### src/rtl/alarm_trigger_pkg.sv
// Shared clock-UI definitions: mode codes, button one-hot codes and RTC time packing.
package alarm_trigger_pkg;

    localparam logic [3:0] MODE_ALARM_SET = 4'b0111;

    // BUTTONS bus order is {UP, DOWN, CENTER, LEFT, RIGHT}.
    localparam logic [4:0] BTN_UP     = 5'b10000;
    localparam logic [4:0] BTN_DOWN   = 5'b01000;
    localparam logic [4:0] BTN_CENTER = 5'b00100;
    localparam logic [4:0] BTN_LEFT   = 5'b00010;
    localparam logic [4:0] BTN_RIGHT  = 5'b00001;

    // RTC word is {x, hour[16:12], min[11:6], sec[5:0]}; bit 17 carries no time.
    localparam logic [17:0] RTC_TIME_MASK = 18'h1_FFFF;

    typedef enum logic [1:0] {
        AT_IDLE    = 2'd0,
        AT_RINGING = 2'd1,
        AT_SNOOZE  = 2'd2
    } alarm_state_e;

    function automatic logic is_button_code(input logic [4:0] p);
        return (p == BTN_UP) || (p == BTN_DOWN) || (p == BTN_CENTER) ||
               (p == BTN_LEFT) || (p == BTN_RIGHT);
    endfunction

    function automatic logic rtc_same_time(input logic [17:0] a, input logic [17:0] b);
        return ((a ^ b) & RTC_TIME_MASK) == 18'd0;
    endfunction

endpackage

### src/rtl/alarm_trigger_button_edge.sv
// Rising-edge detector for the debounced button bus; passes a press only when it is
// a single recognised button code, otherwise reports no press.
module alarm_trigger_button_edge
    import alarm_trigger_pkg::*;
(
    input  logic       CLK,
    input  logic       RESETN,
    input  logic [4:0] i_buttons,
    output logic [4:0] o_press
);

    logic [4:0] r_prev;
    logic [4:0] w_rise;

    always_ff @(posedge CLK or negedge RESETN) begin
        if (!RESETN) begin
            r_prev <= 5'd0;
        end else begin
            r_prev <= i_buttons;
        end
    end

    assign w_rise  = (i_buttons ^ r_prev) & i_buttons;
    assign o_press = is_button_code(w_rise) ? w_rise : 5'd0;

endmodule

### src/rtl/alarm_trigger.sv
// Alarm trigger: matches live RTC time against the programmed alarm on each second
// change and runs the ringing / snooze / timeout sequence that drives the buzzer.
module alarm_trigger
    import alarm_trigger_pkg::*;
#(
    parameter logic [3:0]  ALARM_SET_STATE  = MODE_ALARM_SET,
    parameter logic [9:0]  RING_SECONDS     = 10'd60,
    parameter logic [9:0]  SNOOZE_SECONDS   = 10'd300,
    parameter logic [2:0]  MAX_SNOOZE       = 3'd3,
    parameter logic [31:0] BEEP_HALF_CYCLES = 32'd25_000_000
) (
    input  logic        CLK,
    input  logic        RESETN,
    input  logic [3:0]  STATE,
    input  logic [4:0]  BUTTONS,
    input  logic [17:0] RTC_DATA,
    input  logic [17:0] ALARM_SET_DATA,
    input  logic        ALARM_SET_FLAG,
    output logic        ALARM_RINGING,
    output logic        SNOOZE_ACTIVE,
    output logic        BUZZER,
    output logic [2:0]  SNOOZE_COUNT,
    output logic        ALARM_EVENT
);

    alarm_state_e r_state;
    alarm_state_e w_state_nxt;
    logic [9:0]   r_ring_cnt, w_ring_nxt, w_ring_dec;
    logic [9:0]   r_snz_cnt, w_snz_nxt, w_snz_dec;
    logic [2:0]   r_snz_used, w_snz_used_nxt;
    logic [31:0]  r_beep_cnt;
    logic         r_buzzer;
    logic         r_event;
    logic [17:0]  r_rtc_prev;
    logic         r_rtc_valid;
    logic [4:0]   w_press;
    logic         w_sec_tick, w_match, w_press_center, w_press_snooze;

    alarm_trigger_button_edge u_button_edge (
        .CLK       (CLK),
        .RESETN    (RESETN),
        .i_buttons (BUTTONS),
        .o_press   (w_press)
    );

    // rtc_valid masks the first post-reset cycle so reset-cleared history never looks like a tick.
    always_ff @(posedge CLK or negedge RESETN) begin
        if (!RESETN) begin
            r_rtc_prev  <= 18'd0;
            r_rtc_valid <= 1'b0;
        end else begin
            r_rtc_prev  <= RTC_DATA;
            r_rtc_valid <= 1'b1;
        end
    end

    assign w_sec_tick     = r_rtc_valid && (RTC_DATA != r_rtc_prev);
    assign w_match        = w_sec_tick && ALARM_SET_FLAG && (STATE != ALARM_SET_STATE) &&
                            rtc_same_time(RTC_DATA, ALARM_SET_DATA);
    assign w_press_center = (w_press == BTN_CENTER);
    assign w_press_snooze = (w_press == BTN_UP) || (w_press == BTN_DOWN);
    assign w_ring_dec     = (r_ring_cnt == 10'd0) ? 10'd0 : r_ring_cnt - 10'd1;
    assign w_snz_dec      = (r_snz_cnt == 10'd0) ? 10'd0 : r_snz_cnt - 10'd1;

    always_ff @(posedge CLK or negedge RESETN) begin
        if (!RESETN) begin
            r_state <= AT_IDLE;
        end else begin
            r_state <= w_state_nxt;
        end
    end

    always_comb begin
        w_state_nxt    = r_state;
        w_ring_nxt     = r_ring_cnt;
        w_snz_nxt      = r_snz_cnt;
        w_snz_used_nxt = r_snz_used;
        case (r_state)
            AT_IDLE: begin
                if (w_match) begin
                    w_state_nxt    = AT_RINGING;
                    w_ring_nxt     = RING_SECONDS;
                    w_snz_used_nxt = 3'd0;
                end
            end
            AT_RINGING: begin
                if (!ALARM_SET_FLAG || w_press_center) begin
                    w_state_nxt = AT_IDLE;
                end else if (w_press_snooze) begin
                    // Once the snooze allowance is spent, a snooze press dismisses instead.
                    if (r_snz_used < MAX_SNOOZE) begin
                        w_state_nxt    = AT_SNOOZE;
                        w_snz_nxt      = SNOOZE_SECONDS;
                        w_snz_used_nxt = r_snz_used + 3'd1;
                    end else begin
                        w_state_nxt = AT_IDLE;
                    end
                end else if (w_sec_tick) begin
                    w_ring_nxt = w_ring_dec;
                    if (w_ring_dec == 10'd0) begin
                        w_state_nxt = AT_IDLE;
                    end
                end
            end
            AT_SNOOZE: begin
                if (!ALARM_SET_FLAG || w_press_center) begin
                    w_state_nxt = AT_IDLE;
                end else if (w_sec_tick) begin
                    w_snz_nxt = w_snz_dec;
                    if (w_snz_dec == 10'd0) begin
                        w_state_nxt = AT_RINGING;
                        w_ring_nxt  = RING_SECONDS;
                    end
                end
            end
            default: w_state_nxt = AT_IDLE;
        endcase
    end

    always_ff @(posedge CLK or negedge RESETN) begin
        if (!RESETN) begin
            r_ring_cnt <= 10'd0;
            r_snz_cnt  <= 10'd0;
            r_snz_used <= 3'd0;
            r_event    <= 1'b0;
            r_buzzer   <= 1'b0;
            r_beep_cnt <= 32'd0;
        end else begin
            r_ring_cnt <= w_ring_nxt;
            r_snz_cnt  <= w_snz_nxt;
            r_snz_used <= w_snz_used_nxt;
            r_event    <= (r_state == AT_IDLE) && (w_state_nxt == AT_RINGING);
            // Every entry into RINGING restarts the beep pattern on its high phase.
            if (w_state_nxt != AT_RINGING) begin
                r_buzzer   <= 1'b0;
                r_beep_cnt <= 32'd0;
            end else if (r_state != AT_RINGING) begin
                r_buzzer   <= 1'b1;
                r_beep_cnt <= 32'd0;
            end else if (r_beep_cnt >= BEEP_HALF_CYCLES - 32'd1) begin
                r_buzzer   <= ~r_buzzer;
                r_beep_cnt <= 32'd0;
            end else begin
                r_beep_cnt <= r_beep_cnt + 32'd1;
            end
        end
    end

    always_comb begin
        ALARM_RINGING = (r_state == AT_RINGING);
        SNOOZE_ACTIVE = (r_state == AT_SNOOZE);
        BUZZER        = r_buzzer;
        SNOOZE_COUNT  = r_snz_used;
        ALARM_EVENT   = r_event;
    end

endmodule
### config.mk
export PLATFORM = sky130hd
export DESIGN_NAME = alarm_trigger
export DESIGN_NICKNAME = d
export VERILOG_FILES = /design/src/rtl/alarm_trigger_pkg.sv /design/src/rtl/alarm_trigger_button_edge.sv /design/src/rtl/alarm_trigger.sv
export SDC_FILE = /design/constraint.sdc
export NUM_CORES = 1
export LEC_CHECK = 0
export CAP_MARGIN = 25
export CORE_MARGIN = 5
export CORE_UTILIZATION = 45
export CTS_CLUSTER_DIAMETER = 50
export DETAILED_ROUTE_END_ITERATION = 6
export GPL_TIMING_DRIVEN = 1
export PLACE_DENSITY_LB_ADDON = 0.3
export SLEW_MARGIN = 20
export SYNTH_ARGS = -nofsm -noshare
export SYNTH_HDL_FRONTEND = slang
export SYNTH_SLANG_ARGS = --single-unit
### constraint.sdc
create_clock -name CLK -period 2.66 [get_ports CLK]
set_input_delay 0.399 -clock CLK [delete_from_list [all_inputs] [get_ports CLK]]
set_output_delay 0.399 -clock CLK [all_outputs]
set_load 0.1 [all_outputs]
# Word level (Yosys, flattened, before mapping)

Cells that the tools add are included.

Flip-flop bits (word level): 83
Input bits: 48
Output and inout bits: 7
Logic and storage cells: 107

Add/sub/neg operators: 4
$lt $le $gt $ge: 2
Eq/ne operators: 24
Multiplexer cells: 38
Bitwise logic cells: 4
Reduce and logical (&&, ||, !) cells: 25

Operators by type and width:

| cell                                                                | count |
|---|---|
| 2-to-1 mux 10 bit                                                   | 14 |
| 2-to-1 mux 32 bit                                                   | 3 |
| zero test 10 bit                                                    | 4 |
| adder 32 x 1 -> 32 bit, second input constant                       | 1 |
| greater-or-equal comparator 32 x 25 -> 1 bit, second input constant | 1 |
| case mux 10 bit (3 select lines)                                    | 1 |
| case mux 10 bit (2 select lines)                                    | 1 |
| subtractor 10 x 1 -> 10 bit, second input constant                  | 2 |
| zero test 18 bit                                                    | 1 |
| 2-to-1 mux 2 bit                                                    | 9 |
| inequality test 18 bit                                              | 1 |
| bitwise XOR 17 bit                                                  | 1 |
| inequality test 2 x 1 -> 1 bit, second input constant               | 7 |
| 2-to-1 mux 3 bit                                                    | 4 |
| == test 5 x 3 -> 1 bit, second input constant                       | 2 |
| == test 5 x 4 -> 1 bit, second input constant                       | 2 |
| == test 5 bit, second input constant                                | 2 |
| inequality test 2 bit, second input constant                        | 4 |
| AND reduction 8 bit                                                 | 1 |
| logical OR 1 bit                                                    | 6 |
| case mux 2 bit (3 select lines)                                     | 1 |
| case mux 3 bit (2 select lines)                                     | 1 |
| AND reduction 6 bit                                                 | 1 |
| nonzero test 3 bit                                                  | 2 |
| other kinds (17)                                                    | 25 |

# Depth between registers and ports, before layout

Gate-level depths: netlist (run 1).

Word-level depth: 15
Mapped depth: 11
Gate-level depth less buffers: 9

# Hierarchy

From an unflattened synthesis (run 1), not the netlist that was laid out.

Cell total of the unflattened synthesis: 447
Area, all modules: 4541.9 um^2

By module, submodules not included:

| module                    | instances | cells an instance | area each (um^2) | seq. area each (um^2) |
|---|---|---|---|---|
| alarm_trigger             | 1         | 429               | 4260.3           | 1951.9 |
| alarm_trigger_button_edge | 1         | 18                | 281.5            | 125.1 |

# Worst setup path after synthesis (run 1)

Ideal clock, no wire load.

Kind: reg2reg
Start: register r_ring_cnt[0]
End: register r_beep_cnt[10]
Library setup time: 0.134 ns
Data arrival time: 2.550 ns
Required time: 2.526 ns
Path slack: -0.024 ns
Stages on the path, launching flop included: 12
Path buffers: 2
Period minus slack after synthesis: 2.684 ns
Cell sequence: dfrtp_1 -> inv_1 -> ha_1 -> or3b_1 -> or2_1 -> buf_6 -> nor3_2 -> a31oi_1 -> o31a_1 -> a311oi_4 -> buf_6 -> nor3_1

Cells in the longest elaborated chain, start to end: 10
Elaborated cells on any way between the ends: 11
Those cells by class: 1 x add/sub; 1 x eq/ne; 7 x mux; 2 x reduce/logical

Ends and longest elaborated chain:

| element                                                                | RTL line             | source |
|---|---|---|
| start: declaration                                                     | alarm_trigger.sv:28  | `logic [9:0] r_ring_cnt, w_ring_nxt, w_ring_dec;` |
| start signal: assignment                                               | alarm_trigger.sv:129 | `r_ring_cnt <= w_ring_nxt;` |
| subtractor 10 x 1 -> 10 bit / zero test 10 bit (equally long branches) | alarm_trigger.sv:62  | `assign w_ring_dec = (r_ring_cnt == 10'd0) ? 10'd0 : r_ring_cnt - 10'd1;` |
| 2-to-1 mux 10 bit (*)                                                  | alarm_trigger.sv:62  |  |
| zero test 10 bit (*)                                                   | alarm_trigger.sv:100 | `if (w_ring_dec == 10'd0) begin` |
| 2-to-1 mux 2 bit (*)                                                   | alarm_trigger.sv:100 |  |
| 2-to-1 mux 2 bit (*)                                                   | alarm_trigger.sv:98  | `end else if (w_sec_tick) begin` |
| 2-to-1 mux 2 bit (*)                                                   | alarm_trigger.sv:89  | `end else if (w_press_snooze) begin` |
| 2-to-1 mux 2 bit (*)                                                   | alarm_trigger.sv:87  | `if (!ALARM_SET_FLAG \|\| w_press_center) begin` |
| case mux 2 bit (3 select lines) (*)                                    | alarm_trigger.sv:78  | `case (r_state)` |
| inequality test 2 x 1 -> 1 bit (*)                                     | alarm_trigger.sv:134 | `if (w_state_nxt != AT_RINGING) begin` |
| 2-to-1 mux 32 bit (*)                                                  | alarm_trigger.sv:134 |  |
| end signal: assignment                                                 | alarm_trigger.sv:144 | `r_beep_cnt <= r_beep_cnt + 32'd1;` |
| end: declaration                                                       | alarm_trigger.sv:31  | `logic [31:0] r_beep_cnt;` |

Every way passes the cells marked *; elsewhere a longest branch is shown, timed or not.
A chain may end at the register's enable or synchronous reset.

# Final worst setup path (run 1)

Start: register r_snz_cnt[1]
End: register r_beep_cnt[19]

Cells in the longest elaborated chain, start to end: 9
Elaborated cells on any way between the ends: 10
Those cells by class: 1 x add/sub; 1 x eq/ne; 6 x mux; 2 x reduce/logical

Ends and longest elaborated chain:

| element                                                                | RTL line             | source |
|---|---|---|
| start: declaration                                                     | alarm_trigger.sv:29  | `logic [9:0] r_snz_cnt, w_snz_nxt, w_snz_dec;` |
| start signal: assignment                                               | alarm_trigger.sv:130 | `r_snz_cnt <= w_snz_nxt;` |
| subtractor 10 x 1 -> 10 bit / zero test 10 bit (equally long branches) | alarm_trigger.sv:63  | `assign w_snz_dec = (r_snz_cnt == 10'd0) ? 10'd0 : r_snz_cnt - 10'd1;` |
| 2-to-1 mux 10 bit (*)                                                  | alarm_trigger.sv:63  |  |
| zero test 10 bit (*)                                                   | alarm_trigger.sv:110 | `if (w_snz_dec == 10'd0) begin` |
| 2-to-1 mux 2 bit (*)                                                   | alarm_trigger.sv:110 |  |
| 2-to-1 mux 2 bit (*)                                                   | alarm_trigger.sv:108 | `end else if (w_sec_tick) begin` |
| 2-to-1 mux 2 bit (*)                                                   | alarm_trigger.sv:106 | `if (!ALARM_SET_FLAG \|\| w_press_center) begin` |
| case mux 2 bit (3 select lines) (*)                                    | alarm_trigger.sv:78  |  |
| inequality test 2 x 1 -> 1 bit (*)                                     | alarm_trigger.sv:134 |  |
| 2-to-1 mux 32 bit (*)                                                  | alarm_trigger.sv:134 |  |

Marked as above.

==> results_dict.tcl, run 1 <==
set metrics [dict create \
    comb_power_share_pct 12.6 \
    route.detailed.drc 0 \
    numCtsBuffers 9 \
    power_density_nw_per_um2 483.7 \
    setup_ws_ps 69.22 \
    drive_gt1_share_pct 20.75 \
    ys_seq_elements 83 \
    die_y_um 108.0 \
    hp-class "primary input to asynchronous set/reset pin" \
    syn_area_per_cell_um2 10.22 \
    power_mw 2.745 \
    port_buffers 53 \
    wirelength_mm 10.05 \
    seqPwrFrac_pct 49.1 \
    pre_cts_ws_ps -298.2 \
    max_cap_viol_count 0 \
    rows 35 \
    power.share.switching_pct 25.86 \
    grt_pass1_vias 3586 \
    dp_cells 634 \
    grt_pass1_wl_mm 16.55 \
    hold_violations 0 \
    fill_cells 789 \
    max-vdd-ir-drop_mv 0.2506 \
    required_ps 2930 \
    async_reset_ff_share_pct 100.0 \
    dr.first_iter.drc_count 87 \
    finalNetCount 577 \
    gp_congestion 0.8975 \
    whs_ps 32.39 \
    area_growth_pct 31.26 \
    ys_types 61 \
    synth_edf_count 0 \
    fin_cells 659 \
    worstSetupPathType "flop to flop" \
    synth_warnings 0 \
    startpoint_type "flop" \
    cts-root-buf "clkbuf_8" \
    grtUsageMet2_pct 28.82 \
    met1_usage_pct 23.14 \
    drv_slew 0 \
    track_usage_pct 17.66 \
    synthFlopType "dfrtp_1" \
    gr-usage-met3_pct 3.642 \
    power.clock.fraction_pct 38.3 \
    p_leak_nw 2.329 \
    die_w_um 108.0 \
    hpwlAfterDp_mm 7.119 \
    dr.pass1.iters 4 \
    power.internal_mw 2.035 \
    outcome "finished, final reports clean" \
    period_minus_slack_ps 2591 \
    tns_ps 0 \
    hold_buffers 0 \
    tightestPinTransition_ps 582.6 \
    yosysSeqAreaShare_pct 48.05 \
    cp_max_fo 14 \
    clk_pin_slew_ps 90 \
    core-area_um2 9284 \
    clk_path_buf_depth 2 \
    start_util_pct 46.56 \
    synth_area_um2 4323 \
    setup_viol_count_final 0 \
    synthCells 423 \
    slew_headroom_pct 61.16 \
    clk_latency_ps 360 \
    viasPerCell 5.476 \
    ant_nets 0 \
    grt_overflow 0 \
    critPathCaptureType "flop" \
    rsz0062_at_grt "yes" \
    ioPinCount 55 \
    diodes 0 \
    cp.arrival_ps 2860 \
    fin_worst_skew_ps 14.58 \
    die_area_um2 11670 \
    p_sw_mw 0.7097 \
    antenna_found_initial 0 \
    htree_levels 3 \
    cts_tree "yes" \
    grt_start_max_net_pins 46 \
    cts_sinks 83 \
    vias 3609 \
    avgRoutedWirePerCell_um 15.25 \
    clock.fmax_mhz 386.0 \
    grt.busiest_layer "met2" \
    period_share_pct 97.40 \
]
[placed cells by master, fill, tap and decap left out, types with 3 or more instances in the layout]
master            n
nor3_2            9
nor2b_1           3
nor4_1            5
nand2_1          21
or3_1             4
mux2_2            4
nand4b_1          3
or2_2             4
and3_1            7
inv_2             5
o31a_1            3
nor3_1           25
a21oi_1          13
conb_1            8
nor2_1           33
a31oi_1           5
nand4_1          13
xnor2_1          31
buf_6             4
xor2_1           30
o21a_1            3
a22o_1            4
clkbuf_8          9
nand3_1          15
clkdlybuf4s50_1  45
o2bb2ai_1         7
a22oi_1           3
inv_1            11
nand2b_1          4
o22ai_1           3
buf_4            41
o21ai_0          10
dfrtp_1          83
o21ai_1           4
[logic make-up after synthesis]
logic type	Yosys count	synth area share, %
compound gates	76	13.29
xor+xnor	62	12.56
fa+ha+maj	4	1.158
buf+inv	24	2.605
flops	83	48.05
mux	4	1.042
other cells	2	0.1737
simple gates	168	21.13
[critical path: stages, from the launching register on]
cell and delay, ps:
dfrtp_1 420, buf_6 130, or4_4 560, nor2_4 120
xnor2_2 130, a31oi_4 140, nor4_4 350, a311oi_4 130
buf_4 170, buf_12 140, nor3_1 200
[state kept, by name (all words and copies together), names as in the netlist]
signal and flops:
r_beep_cnt 32, r_rtc_valid 1, r_snz_cnt 10, r_state 2, u_button_edge.r_prev 5, r_rtc_prev 18
SNOOZE_COUNT 3, ALARM_EVENT 1, BUZZER 1, r_ring_cnt 10
[worst paths after layout]
check	start	to	slack (ps)	depth (start not counted)
setup reg to reg	r_snz_cnt[1]	r_beep_cnt[19]	70	10
hold / removal	RESETN	r_beep_cnt[14]	30	1
max in group asynchronous	RESETN	r_ring_cnt[1]	1940	2
setup / recovery	r_snz_cnt[1]	r_beep_cnt[19]	70	10
min in group CLK	r_beep_cnt[0]	r_beep_cnt[0]	500	1
hold reg to reg	r_beep_cnt[0]	r_beep_cnt[0]	500	1
[synth_stat cells, drive strengths merged, types with 5 or more instances]
cell | number | area [um^2]
or2 | 5 | 31.28
nor3 | 35 | 190.2
nor4 | 8 | 56.30
inv | 16 | 60.05
dfrtp | 83 | 2077
nand4 | 13 | 81.33
and3 | 7 | 43.79
o21ai | 14 | 70.06
xnor2 | 32 | 280.3
o2bb2ai | 7 | 61.31
nand2 | 22 | 82.58
xor2 | 30 | 262.8
nor2 | 35 | 138.9
a21oi | 13 | 65.06
a31oi | 6 | 43.79
nand3 | 16 | 85.08
[power by group through the flow]
| stage | clock network (mW) | logic [mW] | registers (mW) |
|---|---|---|---|
| final | 1.05 | 0.346 | 1.35 |
| after global routing | 1.13 | 0.380 | 1.35 |
| after CTS | 1.08 | 0.322 | 1.34 |
| after detailed placement | 0 | 0.320 | 1.37 |
| after global placement | 0 | 0.310 | 1.37 |
| after floorplan | 0 | 0.157 | 1.37 |
[layer usage]
layer / vias up / wire length, um
met5: - / 0
met4: 0 / 139
met3: 11 / 461
met2: 77 / 4878
met1: 1787 / 4572
li1: 1734 / -
[area by class of cell]
class | instances | area (um^2) | area share [%]
Tap cell | 129 | 161.4 | 2.845
Inverter | 17 | 63.81 | 1.125
Clock buffer | 9 | 123.9 | 2.183
Clock inverter | 7 | 106.4 | 1.874
Multi-Input combinational cell | 322 | 2293 | 40.42
Timing Repair Buffer | 92 | 848.3 | 14.95
Sequential cell | 83 | 2077 | 36.60
[through the flow]
step,instance area [um^2],util (%)
after detailed placement,5225,56.28
final,5674,61.12
after global routing,5674,61.12
after floorplan,4358,-
after CTS,5464,58.85
after global placement,5225,56.28
[timing repair]
action,in CTS,in global routing
endpoints found under the setup margin,1,37
pin swaps,0,10
gates cloned,0,2
resized for setup,1,30
setup buffers,0,7
(Power assumes the default switching activity.)
==> run 2, diff against run 1 <==
CAP_MARGIN = 30   (was 25)
CTS_BUF_LIST = sky130_fd_sc_hd__clkbuf_8 sky130_fd_sc_hd__clkbuf_16   (was not set)
==> results of run 2 <==
No change in the layout: final DEF, timing and power equal those of run 1.
==> patch (settings of run 2) <==
Make the reset (`RESETN`) synchronous in 4 clocked blocks.
--- a/src/rtl/alarm_trigger_button_edge.sv
+++ b/src/rtl/alarm_trigger_button_edge.sv
@@ -14,3 +14,3 @@
 
-    always_ff @(posedge CLK or negedge RESETN) begin
+    always_ff @(posedge CLK) begin
         if (!RESETN) begin
--- a/src/rtl/alarm_trigger.sv
+++ b/src/rtl/alarm_trigger.sv
@@ -46,3 +46,3 @@
     // rtc_valid masks the first post-reset cycle so reset-cleared history never looks like a tick.
-    always_ff @(posedge CLK or negedge RESETN) begin
+    always_ff @(posedge CLK) begin
         if (!RESETN) begin
@@ -64,3 +64,3 @@
 
-    always_ff @(posedge CLK or negedge RESETN) begin
+    always_ff @(posedge CLK) begin
         if (!RESETN) begin
@@ -119,3 +119,3 @@
 
-    always_ff @(posedge CLK or negedge RESETN) begin
+    always_ff @(posedge CLK) begin
         if (!RESETN) begin
Formal check against the unedited RTL: differs if RESETN is asserted again (counterexample within 4 cycles, from zero or initial values and one cycle with RESETN low); with RESETN held inactive, the same outputs for 10 cycles.
==> patch against run 2 <==
Combinational power shrank 30%. Count of clock-buffer cells in the layout increased by 1. Worst setup slack improved by 0.73 ps. Critical endpoint is now r_beep_cnt[18]$_SDFF_PP0_. Sequential cell count did not move. Routed wire length up 12%. Utilization down 0.25 points. Critical path type unchanged. Global-route usage is 1.7 points higher. Via count increased by 12%. Final area increased by 3.9%. Sequential power down 5%. Sequential share of layout area decreased by 8.4 points. Area after synthesis up 1.9%. Total power decreased by 10%. Die area grew 1.8%.
==> patch: results (changes against run 2) <==
Drt
The routed length on met3 came to 738 um (+60%). The final routed wirelength across all metal layers is 11300 um (+12%). The DRC violation total after the first TritonRoute iteration is 239 (+170%). The wire length on met1 was 5013 um (+9.6%). The total vias in the final route is 4046 (+12%).

Pwr
The worst ir drop on vdd is 0.2279 mV (-9.1%).

Placed design
The final weighted congestion of routability-driven global placement is 0.8611 (-4.1%). The pre-CTS setup slack is -307.0 ps (-8.776 ps). The standard cell area after detailed placement is 5411 um^2 (+3.6%).

Setup path
The worst register-to-register path ends at r_beep_cnt[18]$_SDFF_PP0_. Among all stages on the critical path, the largest delay is contributed by sky130_fd_sc_hd__or4b_4. The delay of the slowest critical-path stage came to 520 ps (-40 ps). The critical path's top delay family is compound AO/OA/AOI/OAI gates. The maximum net fanout on the critical path is 12 (-2). The beginning of the worst register-to-register path is r_ring_cnt[0]$_SDFFE_PN0P_.

Global route
The wire length of the first global-routing pass is 18320 um (+11%). The number of global-route vias before repair came to 3829 (+6.8%). The routing usage on met3 is 0.04618 (+0.009763).

The global routing usage on met2 is 0.3114 (+0.02322). The global routing usage on met1 came to 0.2503 (+0.01883).

Timing
The final critical delay including setup and external delays is 2590 ps (-0.7337 ps). The slew at the pin closest to its max-slew limit came to 673.2 ps (+90.63 ps).

Synthesis
The number of distinct library cells after synthesis is 60 (-1.6%). The XOR/XNOR share of the synthesized area is 0.1212 (-0.004377). For this run, the leading register cell type out of synthesis is sky130_fd_sc_hd__dfxtp_1. The part of the Yosys area used for sequential elements is 0.3771 (-0.1034). The area fraction in compound gates after synthesis is 0.2058 (+0.07300). Yosys attributes the largest share of cell area to sky130_fd_sc_hd__dfxtp_1 (38%), sky130_fd_sc_hd__xnor2_1 (7.0%), sky130_fd_sc_hd__a2111oi_2 (5.5%). The mean instance size in the synthesized netlist is 8.975 um^2 (-12%).

Layout
The area overhead of the layout relative to synthesis is 33.76%. The non-clock buffering overhead in the final layout is 0.1679 (+0.01840). The multi-input gate share of the layout cell area came to 0.4765 (+0.07235). The net total in the final layout is 641 (+11%).

The number of non-clock buffers in the layout was 103 (+12%). The share of cells above drive strength 1 is 0.2037 (-0.003843). The clock-cell share of area was 0.03418 (-0.006398). The count of clock-net buffers in the final layout was 10 (+1). The total of fill cells in the finished design is 805 (+2.0%).

The inverter count is 16 (-1).

Outcome
The flow ran to the end, and the final reports show no timing, DRC or antenna violations.

Die
The number of core rows is 36 (+2.9%).

Hold path
The path type of the worst min-delay path is flop to flop.
patch: cell types whose count changed after synthesis, moves of 6 or more:
cell and change:
sky130_fd_sc_hd__a2111oi_2 +16, sky130_fd_sc_hd__and2_1 +25, sky130_fd_sc_hd__dfrtp_1 -83, sky130_fd_sc_hd__dfxtp_1 +83
sky130_fd_sc_hd__o2bb2ai_1 -6, sky130_fd_sc_hd__nand4_1 +6, sky130_fd_sc_hd__nand2_1 +12, sky130_fd_sc_hd__nor3_1 -19
sky130_fd_sc_hd__clkbuf_1 +11, sky130_fd_sc_hd__nand3_1 +8, sky130_fd_sc_hd__nor2_1 -8, sky130_fd_sc_hd__a21oi_1 +9
patch: power by group:
| part | switching (mW) | internal [mW] |
|---|---|---|
| Sequential | 0.00986 | 1.27 |
| Clock | 0.483 | 0.461 |
| Combinational | 0.110 | 0.132 |
